<file path="config.mk">
export PLATFORM = sky130hd
export DESIGN_NAME = deal_sequencer
export DESIGN_NICKNAME = d
export VERILOG_FILES = /design/src/rtl/deal_pkg.sv /design/src/rtl/deal_sequencer_rank_tracker.sv /design/src/rtl/deal_sequencer.sv
export SDC_FILE = /design/constraint.sdc
export NUM_CORES = 1
export LEC_CHECK = 0
export ABC_AREA = 1
export ABC_CLOCK_PERIOD_IN_PS = 4000
export CAP_MARGIN = 20
export CORE_ASPECT_RATIO = 2
export CORE_MARGIN = 3
export CORE_UTILIZATION = 35
export DETAILED_ROUTE_END_ITERATION = 12
export PLACE_DENSITY_LB_ADDON = 0.1
export REMOVE_ABC_BUFFERS = 1
export SETUP_SLACK_MARGIN = 0.4
export SYNTH_ARGS = -nofsm -noshare
export SYNTH_HDL_FRONTEND = slang
export SYNTH_SLANG_ARGS = --single-unit
</file>
<file path="constraint.sdc">
create_clock -name clk1 -period 4 [get_ports clk1]
set_input_delay 0.6 -clock clk1 [delete_from_list [all_inputs] [get_ports clk1]]
set_output_delay 0.6 -clock clk1 [all_outputs]
set_load 0.1 [all_outputs]
</file>
<file path="src/rtl/deal_pkg.sv">
// rtl/deal_pkg.sv - shared types and constants for the clk1 deal front end
package deal_pkg;

  typedef enum logic [1:0] {
    IDLE = 2'd0,
    P1   = 2'd1,
    P2   = 2'd2
  } state_t;

  localparam int MAX_RANK      = 13;
  localparam int RANK_COPIES   = 4;
  localparam int DECK_SIZE_DEF = 52;

  typedef logic [3:0] card_t;

endpackage

</file>
<file path="src/rtl/deal_sequencer_rank_tracker.sv">
// rtl/deal_sequencer_rank_tracker.sv - per-rank copy counters with availability lookup
module rank_tracker
  import deal_pkg::*;
(
  input  logic       clk1,
  input  logic       rst_n,
  input  logic       dec_en,
  input  logic [3:0] dec_rank,
  input  logic       reload,
  input  logic [3:0] query_rank,
  output logic       avail
);

  logic [2:0] cnt_q [MAX_RANK];
  logic [2:0] cnt_d [MAX_RANK];

  // Slot i holds rank i+1; ranks 0, 14 and 15 match no slot and read unavailable.
  always_comb begin
    avail = 1'b0;
    for (int i = 0; i < MAX_RANK; i++) begin
      cnt_d[i] = cnt_q[i];
      if (reload) begin
        cnt_d[i] = 3'(RANK_COPIES);
      end else if (dec_en && (dec_rank == 4'(i + 1))) begin
        cnt_d[i] = cnt_q[i] - 3'd1;
      end
      if ((query_rank == 4'(i + 1)) && (cnt_q[i] != 3'd0)) begin
        avail = 1'b1;
      end
    end
  end

  always_ff @(posedge clk1 or negedge rst_n) begin
    if (!rst_n) begin
      for (int i = 0; i < MAX_RANK; i++) begin
        cnt_q[i] <= 3'(RANK_COPIES);
      end
    end else begin
      cnt_q <= cnt_d;
    end
  end

endmodule

</file>
<file path="src/rtl/deal_sequencer.sv">
// rtl/deal_sequencer.sv - turn-ordered card dealer issuing spaced pulses toward clk2
module deal_sequencer
  import deal_pkg::*;
#(
  parameter int unsigned GAP            = 4,
  parameter int unsigned CARDS_PER_HAND = 5,
  parameter int unsigned DECK_SIZE      = DECK_SIZE_DEF,
  parameter int unsigned RESHUFFLE_AT   = 2
) (
  input  logic       clk1,
  input  logic       rst_n,
  input  logic       start,
  input  logic       p1_req,
  input  logic [3:0] p1_card,
  output logic       p1_ack,
  input  logic       p2_req,
  input  logic [3:0] p2_card,
  output logic       p2_ack,
  output logic       in_valid1,
  output logic [3:0] user1,
  output logic       in_valid2,
  output logic [3:0] user2,
  output logic       err_card,
  output logic [1:0] turn,
  output logic       busy,
  output logic [5:0] deck_left,
  output logic [7:0] game_cnt
);

  state_t     state_q, state_d;
  logic [3:0] hand_q, hand_d;
  logic [3:0] gap_q, gap_d;
  logic [5:0] deck_q, deck_d;
  logic [7:0] game_q, game_d;
  logic       in_valid1_q, in_valid1_d, in_valid2_q, in_valid2_d;
  logic [3:0] user1_q, user1_d, user2_q, user2_d;
  logic       err_q, err_d;

  logic  reload, accept, card_ok, issue, hand_done;
  card_t card;

  assign reload = (deck_q == 6'(RESHUFFLE_AT));
  assign p1_ack = (state_q == P1) & p1_req & (gap_q == 4'd0) & ~reload;
  assign p2_ack = (state_q == P2) & p2_req & (gap_q == 4'd0) & ~reload;
  assign accept = p1_ack | p2_ack;
  assign card   = p1_ack ? p1_card : p2_card;
  assign issue  = accept & card_ok;
  assign hand_done = ((hand_q + 4'd1) == 4'(CARDS_PER_HAND));

  rank_tracker u_rank_tracker (
    .clk1       (clk1),
    .rst_n      (rst_n),
    .dec_en     (issue),
    .dec_rank   (card),
    .reload     (reload),
    .query_rank (card),
    .avail      (card_ok)
  );

  always_comb begin
    state_d     = state_q;
    hand_d      = hand_q;
    deck_d      = deck_q;
    game_d      = game_q;
    user1_d     = user1_q;
    user2_d     = user2_q;
    in_valid1_d = 1'b0;
    in_valid2_d = 1'b0;
    err_d       = 1'b0;
    gap_d       = (gap_q != 4'd0) ? (gap_q - 4'd1) : 4'd0;

    // Reload masks both acks, so it never coincides with an issue or a reject.
    if (reload) begin
      deck_d = 6'(DECK_SIZE);
    end else if (issue) begin
      deck_d      = deck_q - 6'd1;
      hand_d      = hand_q + 4'd1;
      gap_d       = 4'(GAP);
      in_valid1_d = p1_ack;
      in_valid2_d = p2_ack;
      if (p1_ack) user1_d = card;
      else        user2_d = card;
      if (hand_done) begin
        hand_d  = 4'd0;
        state_d = (state_q == P1) ? P2 : IDLE;
        if (state_q == P2) game_d = game_q + 8'd1;
      end
    end else if (accept) begin
      err_d = 1'b1;
    end

    if ((state_q == IDLE) && start) begin
      state_d = P1;
      hand_d  = 4'd0;
    end
  end

  always_ff @(posedge clk1 or negedge rst_n) begin
    if (!rst_n) begin
      state_q     <= IDLE;
      hand_q      <= 4'd0;
      gap_q       <= 4'd0;
      deck_q      <= 6'(DECK_SIZE);
      game_q      <= 8'd0;
      in_valid1_q <= 1'b0;
      in_valid2_q <= 1'b0;
      user1_q     <= 4'd0;
      user2_q     <= 4'd0;
      err_q       <= 1'b0;
    end else begin
      state_q     <= state_d;
      hand_q      <= hand_d;
      gap_q       <= gap_d;
      deck_q      <= deck_d;
      game_q      <= game_d;
      in_valid1_q <= in_valid1_d;
      in_valid2_q <= in_valid2_d;
      user1_q     <= user1_d;
      user2_q     <= user2_d;
      err_q       <= err_d;
    end
  end

  assign in_valid1 = in_valid1_q;
  assign in_valid2 = in_valid2_q;
  assign user1     = user1_q;
  assign user2     = user2_q;
  assign err_card  = err_q;
  assign turn      = 2'(state_q);
  assign busy      = (state_q != IDLE);
  assign deck_left = deck_q;
  assign game_cnt  = game_q;

endmodule

</file>
======== Word level (Yosys, flattened, before mapping) ========
Index checks and enable logic that the tools add are counted.
word-level totals
  input port bits ......................... 13
  memory bits (writable) .................. 0
  memories ................................ 0
  bits in latches ......................... 0
  logic and storage cells ................. 194
  output and inout port bits .............. 30
  bits in registers ....................... 74
  memory bits (read-only) ................. 0
cells by class
  div/mod/pow operators ................... 0
  reductions and logical operators ........ 65
  bitwise gates (word level) .............. 10
  mux-type cells .......................... 61
  eq/ne operators ......................... 18
  shift operators ......................... 0
  add/sub/neg operators ................... 17
  $mul .................................... 0
  order comparisons ....................... 0
operator list
  cell                                                 number
  2-to-1 mux 3 bit                                     26
  nonzero test 3 bit                                   13
  subtractor 3 x 1 -> 3 bit, second input constant     13
  nonzero test 2 bit                                   17
  2-to-1 mux 4 bit                                     8
  logical AND 1 bit                                    27
  equality test 4 bit, second input constant           6
  equality test 4 x 3 -> 1 bit, second input constant  5
  2-to-1 mux 1 bit                                     20
  2-to-1 mux 6 bit                                     2
  2-to-1 mux 2 bit                                     5
  AND reduction 3 bit                                  3
  adder 8 x 1 -> 8 bit, second input constant          1
  equality test 4 x 2 -> 1 bit, second input constant  2
  bitwise AND 1 bit                                    7
  equality test 6 x 2 -> 1 bit, second input constant  1
  subtractor 6 x 1 -> 6 bit, second input constant     1
  adder 4 x 1 -> 4 bit, second input constant          1
  equality test 4 x 1 -> 1 bit, second input constant  1
  logical NOT 4 bit                                    1
  AND reduction 4 bit                                  1
  nonzero test 4 bit                                   1
  subtractor 4 x 1 -> 4 bit, second input constant     1
  equality test 2 x 1 -> 1 bit, second input constant  1
  6 further kinds                                      7

======== Depth between registers and ports, before layout ========
Gate-level depths: netlist (run 1).
  depth in word-level cells ............... 24
  gate-level depth with buffers ........... 19
  depth with buffers taken out ............ 18

======== By module ========
From an unflattened synthesis (run 1), not the netlist that was laid out.
unflattened totals
  cells, all modules ...................... 527
  area total of the unflattened synthesis .. 4,277.9 µm²
modules (own cells, without submodules)
  module          area each (µm²)  instances  sequential area each (µm²)  cells each
  rank_tracker    2,364.8          1          992.2                       297
  deal_sequencer  1,913.1          1          879.6                       230

======== Worst setup path before layout (run 1) ========
No wires, ideal clock.
  path type ............................... register to register
  start ................................... register deck_q[0] (netlist: deck_left[0])
  end ..................................... register u_rank_tracker.cnt_q[33] in the netlist's numbering
  path slack .............................. 0.385 ns
  stages on the path, launching flop included .. 15
  path buffers ............................ 2
  library setup time ...................... 0.119 ns
  period minus slack after synthesis ...... 3.615 ns
  data arrival time ....................... 3.496 ns
  required time ........................... 3.881 ns
  path through ............................ dfrtp_1 inv_1 ha_1 nand3_4 buf_4 nand3_1 inv_2 nand3_1 inv_1 nor2_4 inv_1 buf_6 nand3_1 nand3_1 nand2_1
between the ends
  elaborated cells between the ends (all ways) .. 49
  classes of those cells .................. eq/ne: 14; mux: 15; bitwise: 5; reduce/logical: 15
RTL lines
  element                         RTL line                           source
  start: declaration              deal_sequencer.sv:33               logic [5:0] deck_q, deck_d;
  start signal: assignment        deal_sequencer.sv:103              deck_q <= 6'(DECK_SIZE);
  start signal: assignment        deal_sequencer.sv:114              deck_q <= deck_d;
  equality test 6 x 2 -> 1 bit    deal_sequencer.sv:42               assign reload = (deck_q == 6'(RESHUFFLE_AT));
  inverter 1 bit (no line)        n/a
  bitwise AND 1 bit               deal_sequencer.sv:44               assign p2_ack = (state_q == P2) & p2_req & (gap_q == 4'd0) & ~reload;
  via p2_ack                      deal_sequencer.sv:18               output logic p2_ack,
  OR 1 bit                        deal_sequencer.sv:45               assign accept = p1_ack | p2_ack;
  bitwise AND 1 bit               deal_sequencer.sv:47               assign issue = accept & card_ok;
  logical AND 1 bit               deal_sequencer_rank_tracker.sv:24  end else if (dec_en && (dec_rank == 4'(i + 1))) begin
  nonzero test 2 bit (no line)    n/a
  end signal: indexed assignment  deal_sequencer_rank_tracker.sv:36  cnt_q[i] <= 3'(RANK_COPIES);
  end signal: assignment          deal_sequencer_rank_tracker.sv:39  cnt_q <= cnt_d;
  end: declaration                deal_sequencer_rank_tracker.sv:14  logic [2:0] cnt_q [MAX_RANK];
The timed path passes the listed nets, and every way through them passes these cells.
A chain may end at the register's enable or synchronous reset.

======== Worst setup path in the final report (run 1) ========
  start ................................... input p1_req
  end ..................................... register u_rank_tracker.cnt_q[27] in the netlist's numbering
between the ends
  word-level cells in the longest chain between the ends .. 22
  elaborated cells between the ends (all ways) .. 47
  classes of those cells .................. eq/ne: 13; mux: 14; bitwise: 5; reduce/logical: 15
ends and longest elaborated chain
  element                            RTL line                           source
  start: declaration                 deal_sequencer.sv:13               input logic p1_req,
  bitwise AND 1 bit * (3 in series)  deal_sequencer.sv:43               assign p1_ack = (state_q == P1) & p1_req & (gap_q == 4'd0) & ~reload;
  2-to-1 mux 4 bit                   deal_sequencer.sv:46               assign card = p1_ack ? p1_card : p2_card;
  equality test 4 x 1 -> 1 bit       deal_sequencer_rank_tracker.sv:27  if ((query_rank == 4'(i + 1)) && (cnt_q[i] != 3'd0)) begin
  logical AND 1 bit                  deal_sequencer_rank_tracker.sv:27
  2-to-1 mux 1 bit (13 in series)    deal_sequencer_rank_tracker.sv:27
  bitwise AND 1 bit                  deal_sequencer.sv:47
  logical AND 1 bit *                deal_sequencer_rank_tracker.sv:24
  nonzero test 2 bit (no line) *     n/a
Mark *: on every way between the ends. The rest lies on a longest branch, timed or not.

==> results of run 1 <==
## through the flow
| stage | area (um^2) | setup TNS (ps) | std cells |
|---|---|---|---|
| after floorplan | 4460 | -4090 | 555 |
| after global placement | 5090 | 0 | 752 |
| after detailed placement | 5090 | 0 | 752 |
| after CTS | 5410 | 0 | 768 |
| after global routing | 5410 | 0 | 768 |
| final | 5410 | 0 | 768 |
## power by group
part | internal [mW] | total [mW] | switching (mW)
combinational | 0.0368 | 0.145 | 0.108
clock | 0.561 | 0.875 | 0.314
sequential | 0.754 | 0.757 | 0.00339
total | 1.35 | 1.78 | 0.426
## final cells by class
class                           count  area (um^2)
Sequential cell                    74         1870
Clock inverter                      5         77.6
Multi-Input combinational cell    396         2270
Fill cell                        1270         7290
Tap cell                          150          188
Clock buffer                       11          243
Timing Repair Buffer               47          448
Inverter                           85          319
## registers in the layout (all words and copies together) (netlist names)
name                  count
gap_q                     4
user2                     4
deck_left                 6
err_card                  1
hand_q                    4
game_cnt                  8
in_valid1                 1
turn                      2
u_rank_tracker.cnt_q     39
in_valid2                 1
user1                     4
## worst paths after layout
kind / end / slack, ps / cells after the start
worst max-delay path: u_rank_tracker.cnt_q[27] / 1020 / 16
worst min-delay path: u_rank_tracker.cnt_q[26] / 480 / 2
worst max register to register: u_rank_tracker.cnt_q[27] / 1030 / 17
worst min register to register: u_rank_tracker.cnt_q[26] / 480 / 2
max in group asynchronous: u_rank_tracker.cnt_q[34] / 2850 / 2
min in group asynchronous: u_rank_tracker.cnt_q[4] / 520 / 2
## cells by family (layout without fill, tap and decap cells)
family / count (synthesis) / in the layout / share of synthesized area [%]
and+or+nand+nor: 333 / 333 / 36.6
xor gates and xnor gates: 12 / 12 / 2.30
DFF: 74 / 74 / 41.0
AOI/OAI and AO/OA: 20 / 20 / 2.33
buffers and inverters: 100 / 148 / 9.29
adders and majority gates: 31 / 31 / 8.50
## worst max-delay path: cells and delay by family
family,cells,cell delay [ps]
AND/OR/NAND/NOR,14,1910
buffers and inverters,2,720
## cell usage after synthesis
| cell | instances | share of area, % |
|---|---|---|
| nand4_1 | 22 | 3.0 |
| xnor2_1 | 6 | 1.2 |
| buf_6 | 6 | 1.5 |
| buf_4 | 1 | 0.16 |
| xor2_1 | 6 | 1.2 |
| o21ai_1 | 13 | 1.4 |
| nor2_2 | 12 | 1.6 |
| nand3_1 | 66 | 7.2 |
| buf_1 | 4 | 0.33 |
| clkinv_1 | 1 | 0.082 |
| nor2_1 | 27 | 2.2 |
| o21ai_0 | 5 | 0.55 |
| inv_1 | 79 | 6.5 |
| nand3b_1 | 20 | 3.3 |
| ha_1 | 31 | 8.5 |
| nand2_2 | 11 | 1.5 |
| dfrtp_1 | 58 | 32 |
| dfstp_2 | 16 | 9.2 |
| nor3_1 | 1 | 0.11 |
| nand3_2 | 10 | 2.2 |
| o211ai_1 | 1 | 0.16 |
| o31a_1 | 1 | 0.19 |
| nand3_4 | 1 | 0.38 |
| nand2_1 | 156 | 13 |
| nand2_4 | 2 | 0.49 |
| nor2_8 | 2 | 0.88 |
| inv_2 | 5 | 0.41 |
| clkbuf_1 | 4 | 0.33 |
| nor2_4 | 3 | 0.74 |
## layer usage
layer / vias to the layer above / global-route usage, %
met5: - / 0
met4: 0 / 8.21
met3: 20 / 2.46
met2: 53 / 31.5
met1: 1829 / 17.3
li1: 1907 / -
==> flow_summary.json, run 1 <==
{
  "start_kind": "input pin",
  "nNetsFinal": 657,
  "clock-root-buffer": "clkbuf_16",
  "netlist_instances": 570,
  "yosys_register_bits": 74,
  "final_cell_mix": "156 x nand2_1, 79 x inv_1, 66 x nand3_1",
  "maxSlewViolCount": 0,
  "fin_ws_ps": 1020,
  "skew_ps": 8.30,
  "die-area_um2": 14500,
  "cp.arrival_ps": 3250,
  "die_h_um": 167,
  "clock_latency_ps": 340,
  "dr_wl_met3_um": 225,
  "cpMaxStageDelayCell": "clkdlybuf4s50_1",
  "period_needed_ps": 2980,
  "place_ws_ps": 654,
  "port_buffers": 42,
  "dp_hpwl_mm": 8.32,
  "synth_cell_type_count": 29,
  "cts_tree": "yes",
  "numCtsBuffers": 9,
  "grt_pass1_vias": 3905,
  "grt_pass1_wl_mm": 18.8,
  "synth_area_um2": 4560,
  "crit_path_start": "p1_req",
  "rsz0062_at_grt": "no",
  "ant_nets": 0,
  "antenna_cells": 0,
  "drcViolationCount": 0,
  "ctsHoldBuffers": 0,
  "hp-start": "u_rank_tracker.cnt_q[26]",
  "holdWs_ps": 485,
  "wl_met1_mm": 4.17,
  "path_class": "in -> reg",
  "area_growth_pct": 18.6,
  "fmax_ghz": 0.336,
  "cp_cell_sequence": "clkdlybuf4s50_1 > nand3_2 > nor2_8 > nand2_4 > nand2_1 > nand2_2 > nor2_1 > nand3b_1 > nand2_1 > nor2_1 > nand2_1 > nor2_4 > nor2_8 > buf_4 > nand4_1 > nand2_1",
  "num_vias": 3809,
  "fin_crit_sh_pct": 74.5,
  "rows": 58,
  "ys_seq_area_share_pct": 41.0,
  "htree_num_levels": 3,
  "grt_max_degree": 79,
  "clock-sinks": 74,
  "critPathRequiredTime_ps": 4270,
  "antenna_found_initial": 0,
  "path_clk_slew_ps": 60,
  "grt_overflow": 0,
  "dr_wl_met2_mm": 6.42,
  "crit_top_cell": "nand2_1",
  "gp_congestion": 0.807,
  "hold_viol": 0,
  "cts.repair.resized": 0,
  "cp_slowest_stage_delay_ps": 470,
  "initial_core_util_pct": 35.9,
  "slew_headroom_pct": 34.6,
  "post_drt_wl_per_cell_um": 14.6,
  "finish.utilization_pct": 42.6,
  "cap_violations": 0,
  "clockBufferDepth": 2,
  "syn_area_per_cell_um2": 8.01,
  "ios": 43,
  "dr.max_layer_used": "met4",
  "p_leak_nw": 2.71,
  "final_common_cell": "nand2_1",
  "hold_path_class": "reg -> reg",
  "worstPathMaxFanout": 28,
  "first_iter_violations": 167,
  "core_area_um2": 12700,
  "die_w_um": 86.7,
  "end_kind": "flip-flop",
  "power.total_mw": 1.78,
  "first_pass_iters": 5,
  "postCtsSetupBuffers": 0,
  "synth_warnings": 0,
  "grt_usage_pct": 16.7,
  "postRouteWirelength_mm": 11.2,
  "power_density_nw_per_um2": 328,
  "peakVddDrop_v": 0.000192,
  "drive_above_1_share_pct": 13.8,
  "r2r-start": "deck_left[0]",
  "status": "finished clean",
  "tightest_slew_ps": 978,
  "vias_per_cell": 4.96,
  "finalSetupViolCount": 0
}
(Power assumes the default switching activity.)
==> run 2, diff against run 1 <==
ABC_CLOCK_PERIOD_IN_PS = 2800   (was 4000)
clock period = 2.8 ns   (was 4 ns; I/O delays follow)
==> run 2 against run 1 <==
Effect of this change: via count grew 6.7%; non-clock buffer count up 62; combinational power is 120% higher; core utilization increased by 7.6 points; design area is 18% higher; die area stayed put; first-iteration DRC count down 11%; critical path depth rose by 2; hold slack worse by 390 ps; critical endpoint is now u_rank_tracker.cnt_q[37]; largest cell class unchanged.
==> flow_summary.json, run 2 (same netlist as run 1, synthesis figures left out) <==
{
  "ctsHoldBuffers": 0,
  "drive_above_1_share_pct": 33.4,
  "start_kind": "flip-flop",
  "p_clk_share_pct": 46.8,
  "fin_crit_sh_pct": 88.8,
  "r2r-start": "gap_q[3]",
  "fmax_ghz": 0.402,
  "status": "finished clean",
  "period_needed_ps": 2490,
  "die_h_um": 167,
  "dp_hpwl_mm": 8.59,
  "port_buffers": 42,
  "slew_headroom_pct": 48.2,
  "first_iter_violations": 148,
  "power_density_nw_per_um2": 413,
  "ios": 43,
  "reg2reg_depth": 18,
  "nNetsFinal": 722,
  "clockBufferDepth": 2,
  "core_area_um2": 12700,
  "first_pass_iters": 6,
  "p_int_mw": 1.97,
  "antenna_cells": 0,
  "cap_violations": 0,
  "p_sw_share_pct": 25.4,
  "finalInstanceArea_um2": 6370,
  "initial_core_util_pct": 35.9,
  "clock_latency_ps": 340,
  "cts_tree": "yes",
  "final_cell_mix": "134 x nand2_1, 78 x buf_4, 76 x inv_1",
  "die-area_um2": 14500,
  "hold_viol": 0,
  "r2r_slack_ps": 310,
  "grt_pass1_vias": 4115,
  "rsz0062_at_grt": "yes",
  "gp_congestion": 0.815,
  "power.total_mw": 2.63,
  "clock-root-buffer": "clkbuf_16",
  "final_common_cell": "nand2_1",
  "fillers": 1170,
  "rows": 58,
  "peakVddDrop_v": 0.000282,
  "seqPwrFrac_pct": 41.0,
  "area_growth_pct": 39.7,
  "p_leak_nw": 3.20,
  "grt_pass1_wl_mm": 20.3,
  "top_register": "u_rank_tracker.cnt_q",
  "cp.arrival_ps": 2710,
  "r2r_end": "u_rank_tracker.cnt_q[37]",
  "grt_overflow": 0,
  "clock-sinks": 74,
  "die_w_um": 86.7,
  "maxSlewViolCount": 0,
  "finalSetupViolCount": 0,
  "numCtsBuffers": 9,
  "antenna_found_initial": 0,
  "dpl_cell_area_um2": 5350,
  "grt_max_degree": 82,
  "worstPathMaxFanout": 7,
  "grt_usage_pct": 17.9,
  "ant_nets": 0,
  "drcViolationCount": 0,
  "num_vias": 4065,
  "hold_path_class": "in -> async",
  "p_sw_mw": 0.669,
  "skew_ps": 8.08,
  "htree_num_levels": 3,
  "combPwrFrac_pct": 12.1,
  "postRouteWirelength_mm": 12.5,
  "vias_per_cell": 4.88,
  "tightest_slew_ps": 777,
  "end_kind": "flip-flop",
  "critPathRequiredTime_ps": 3030,
  "path_class": "reg -> reg",
  "path_clk_slew_ps": 60,
  "post_drt_wl_per_cell_um": 15.1,
  "largest_reg_flops": 39
}
run 2: cell count changes in the layout (fill, tap and decap cells not counted), sizes merged:
cell,change
buf,+88
clkbuf,+2
clkdlybuf4s50,-29
clkinv,-1
clkinvlp,+1
dlygate4sd2,+1
nand2,+2
nand3,+1
run 2: power by group through the flow:
stage	registers, mW	clock network (mW)	logic, mW
floorplan	1.12	0	0.108
global placement	1.10	0	0.250
detailed placement	1.10	0	0.251
CTS	1.08	1.26	0.288
global route	1.08	1.30	0.342
finish	1.08	1.23	0.319
run 2: timing repair:
item,4_1_cts,5_1_grt
cloned,3,2
gates resized for setup,45,59
endpoints found under the setup margin,71,73
pin swaps,21,32
hold endpoints to repair,0,0
buffers inserted,17,9
run 2: metrics by stage:
stage / cells / TNS, ps / setup slack [ps] / utilization [%] / hold WS (ps)
3_5_place_dp: 786 / -8030 / -200 / 42.2 / 471
5_1_grt: 833 / 0 / 146 / 50.2 / 136
4_1_cts: 822 / 0 / 346 / 47.2 / 109
3_3_place_gp: 786 / -7700 / -202 / 42.2 / 460
2_1_floorplan: 555 / -82730 / -1370 / - / 124
6_report: 833 / 0 / 315 / 50.2 / 92.7
run 2: per-layer routing:
metal	wire length (um)	GRT usage (%)	up-vias
met2	7190	33.3	59
met5	0	0	-
met4	395	8.48	0
li1	-	-	2045
met1	4700	19.5	1938
met3	260	2.12	23
run 2: layout make-up:
type	count	area, um^2	share of cell area, %
multi-input cells	399	2670	42.0
flip-flops and latches	74	1870	29.4
repair buffers	109	1000	15.7
inverters	85	324	5.08
clock buffers	11	233	3.65
well taps	150	188	2.94
clock inverters	5	80.1	1.26
run 2: worst max-delay path by stage:
stage,start,slack (ps),to
detailed placement,p1_req,-200,game_cnt[3]
CTS,gap_q[1],350,game_cnt[4]
floorplan,deck_left[0],-1370,game_cnt[4]
global route,gap_q[3],150,u_rank_tracker.cnt_q[18]
finish,gap_q[3],310,u_rank_tracker.cnt_q[37]
global placement,p1_req,-200,game_cnt[7]
run 2: worst max-delay path: stages (launching register included):
cell and delay (ps):
dfrtp_1 390, nor2_1 130, nand2_2 110, nor2_8 180
nand3b_1 200, nand2_8 170, nand2_8 80, buf_4 140
nor2_4 70, nand2_1 60, nand2_2 90, inv_1 60
nand2_2 70, nor2_4 50, nand2_4 140, buf_12 150
nand3_2 110, nand3_1 100, nand2_1 60
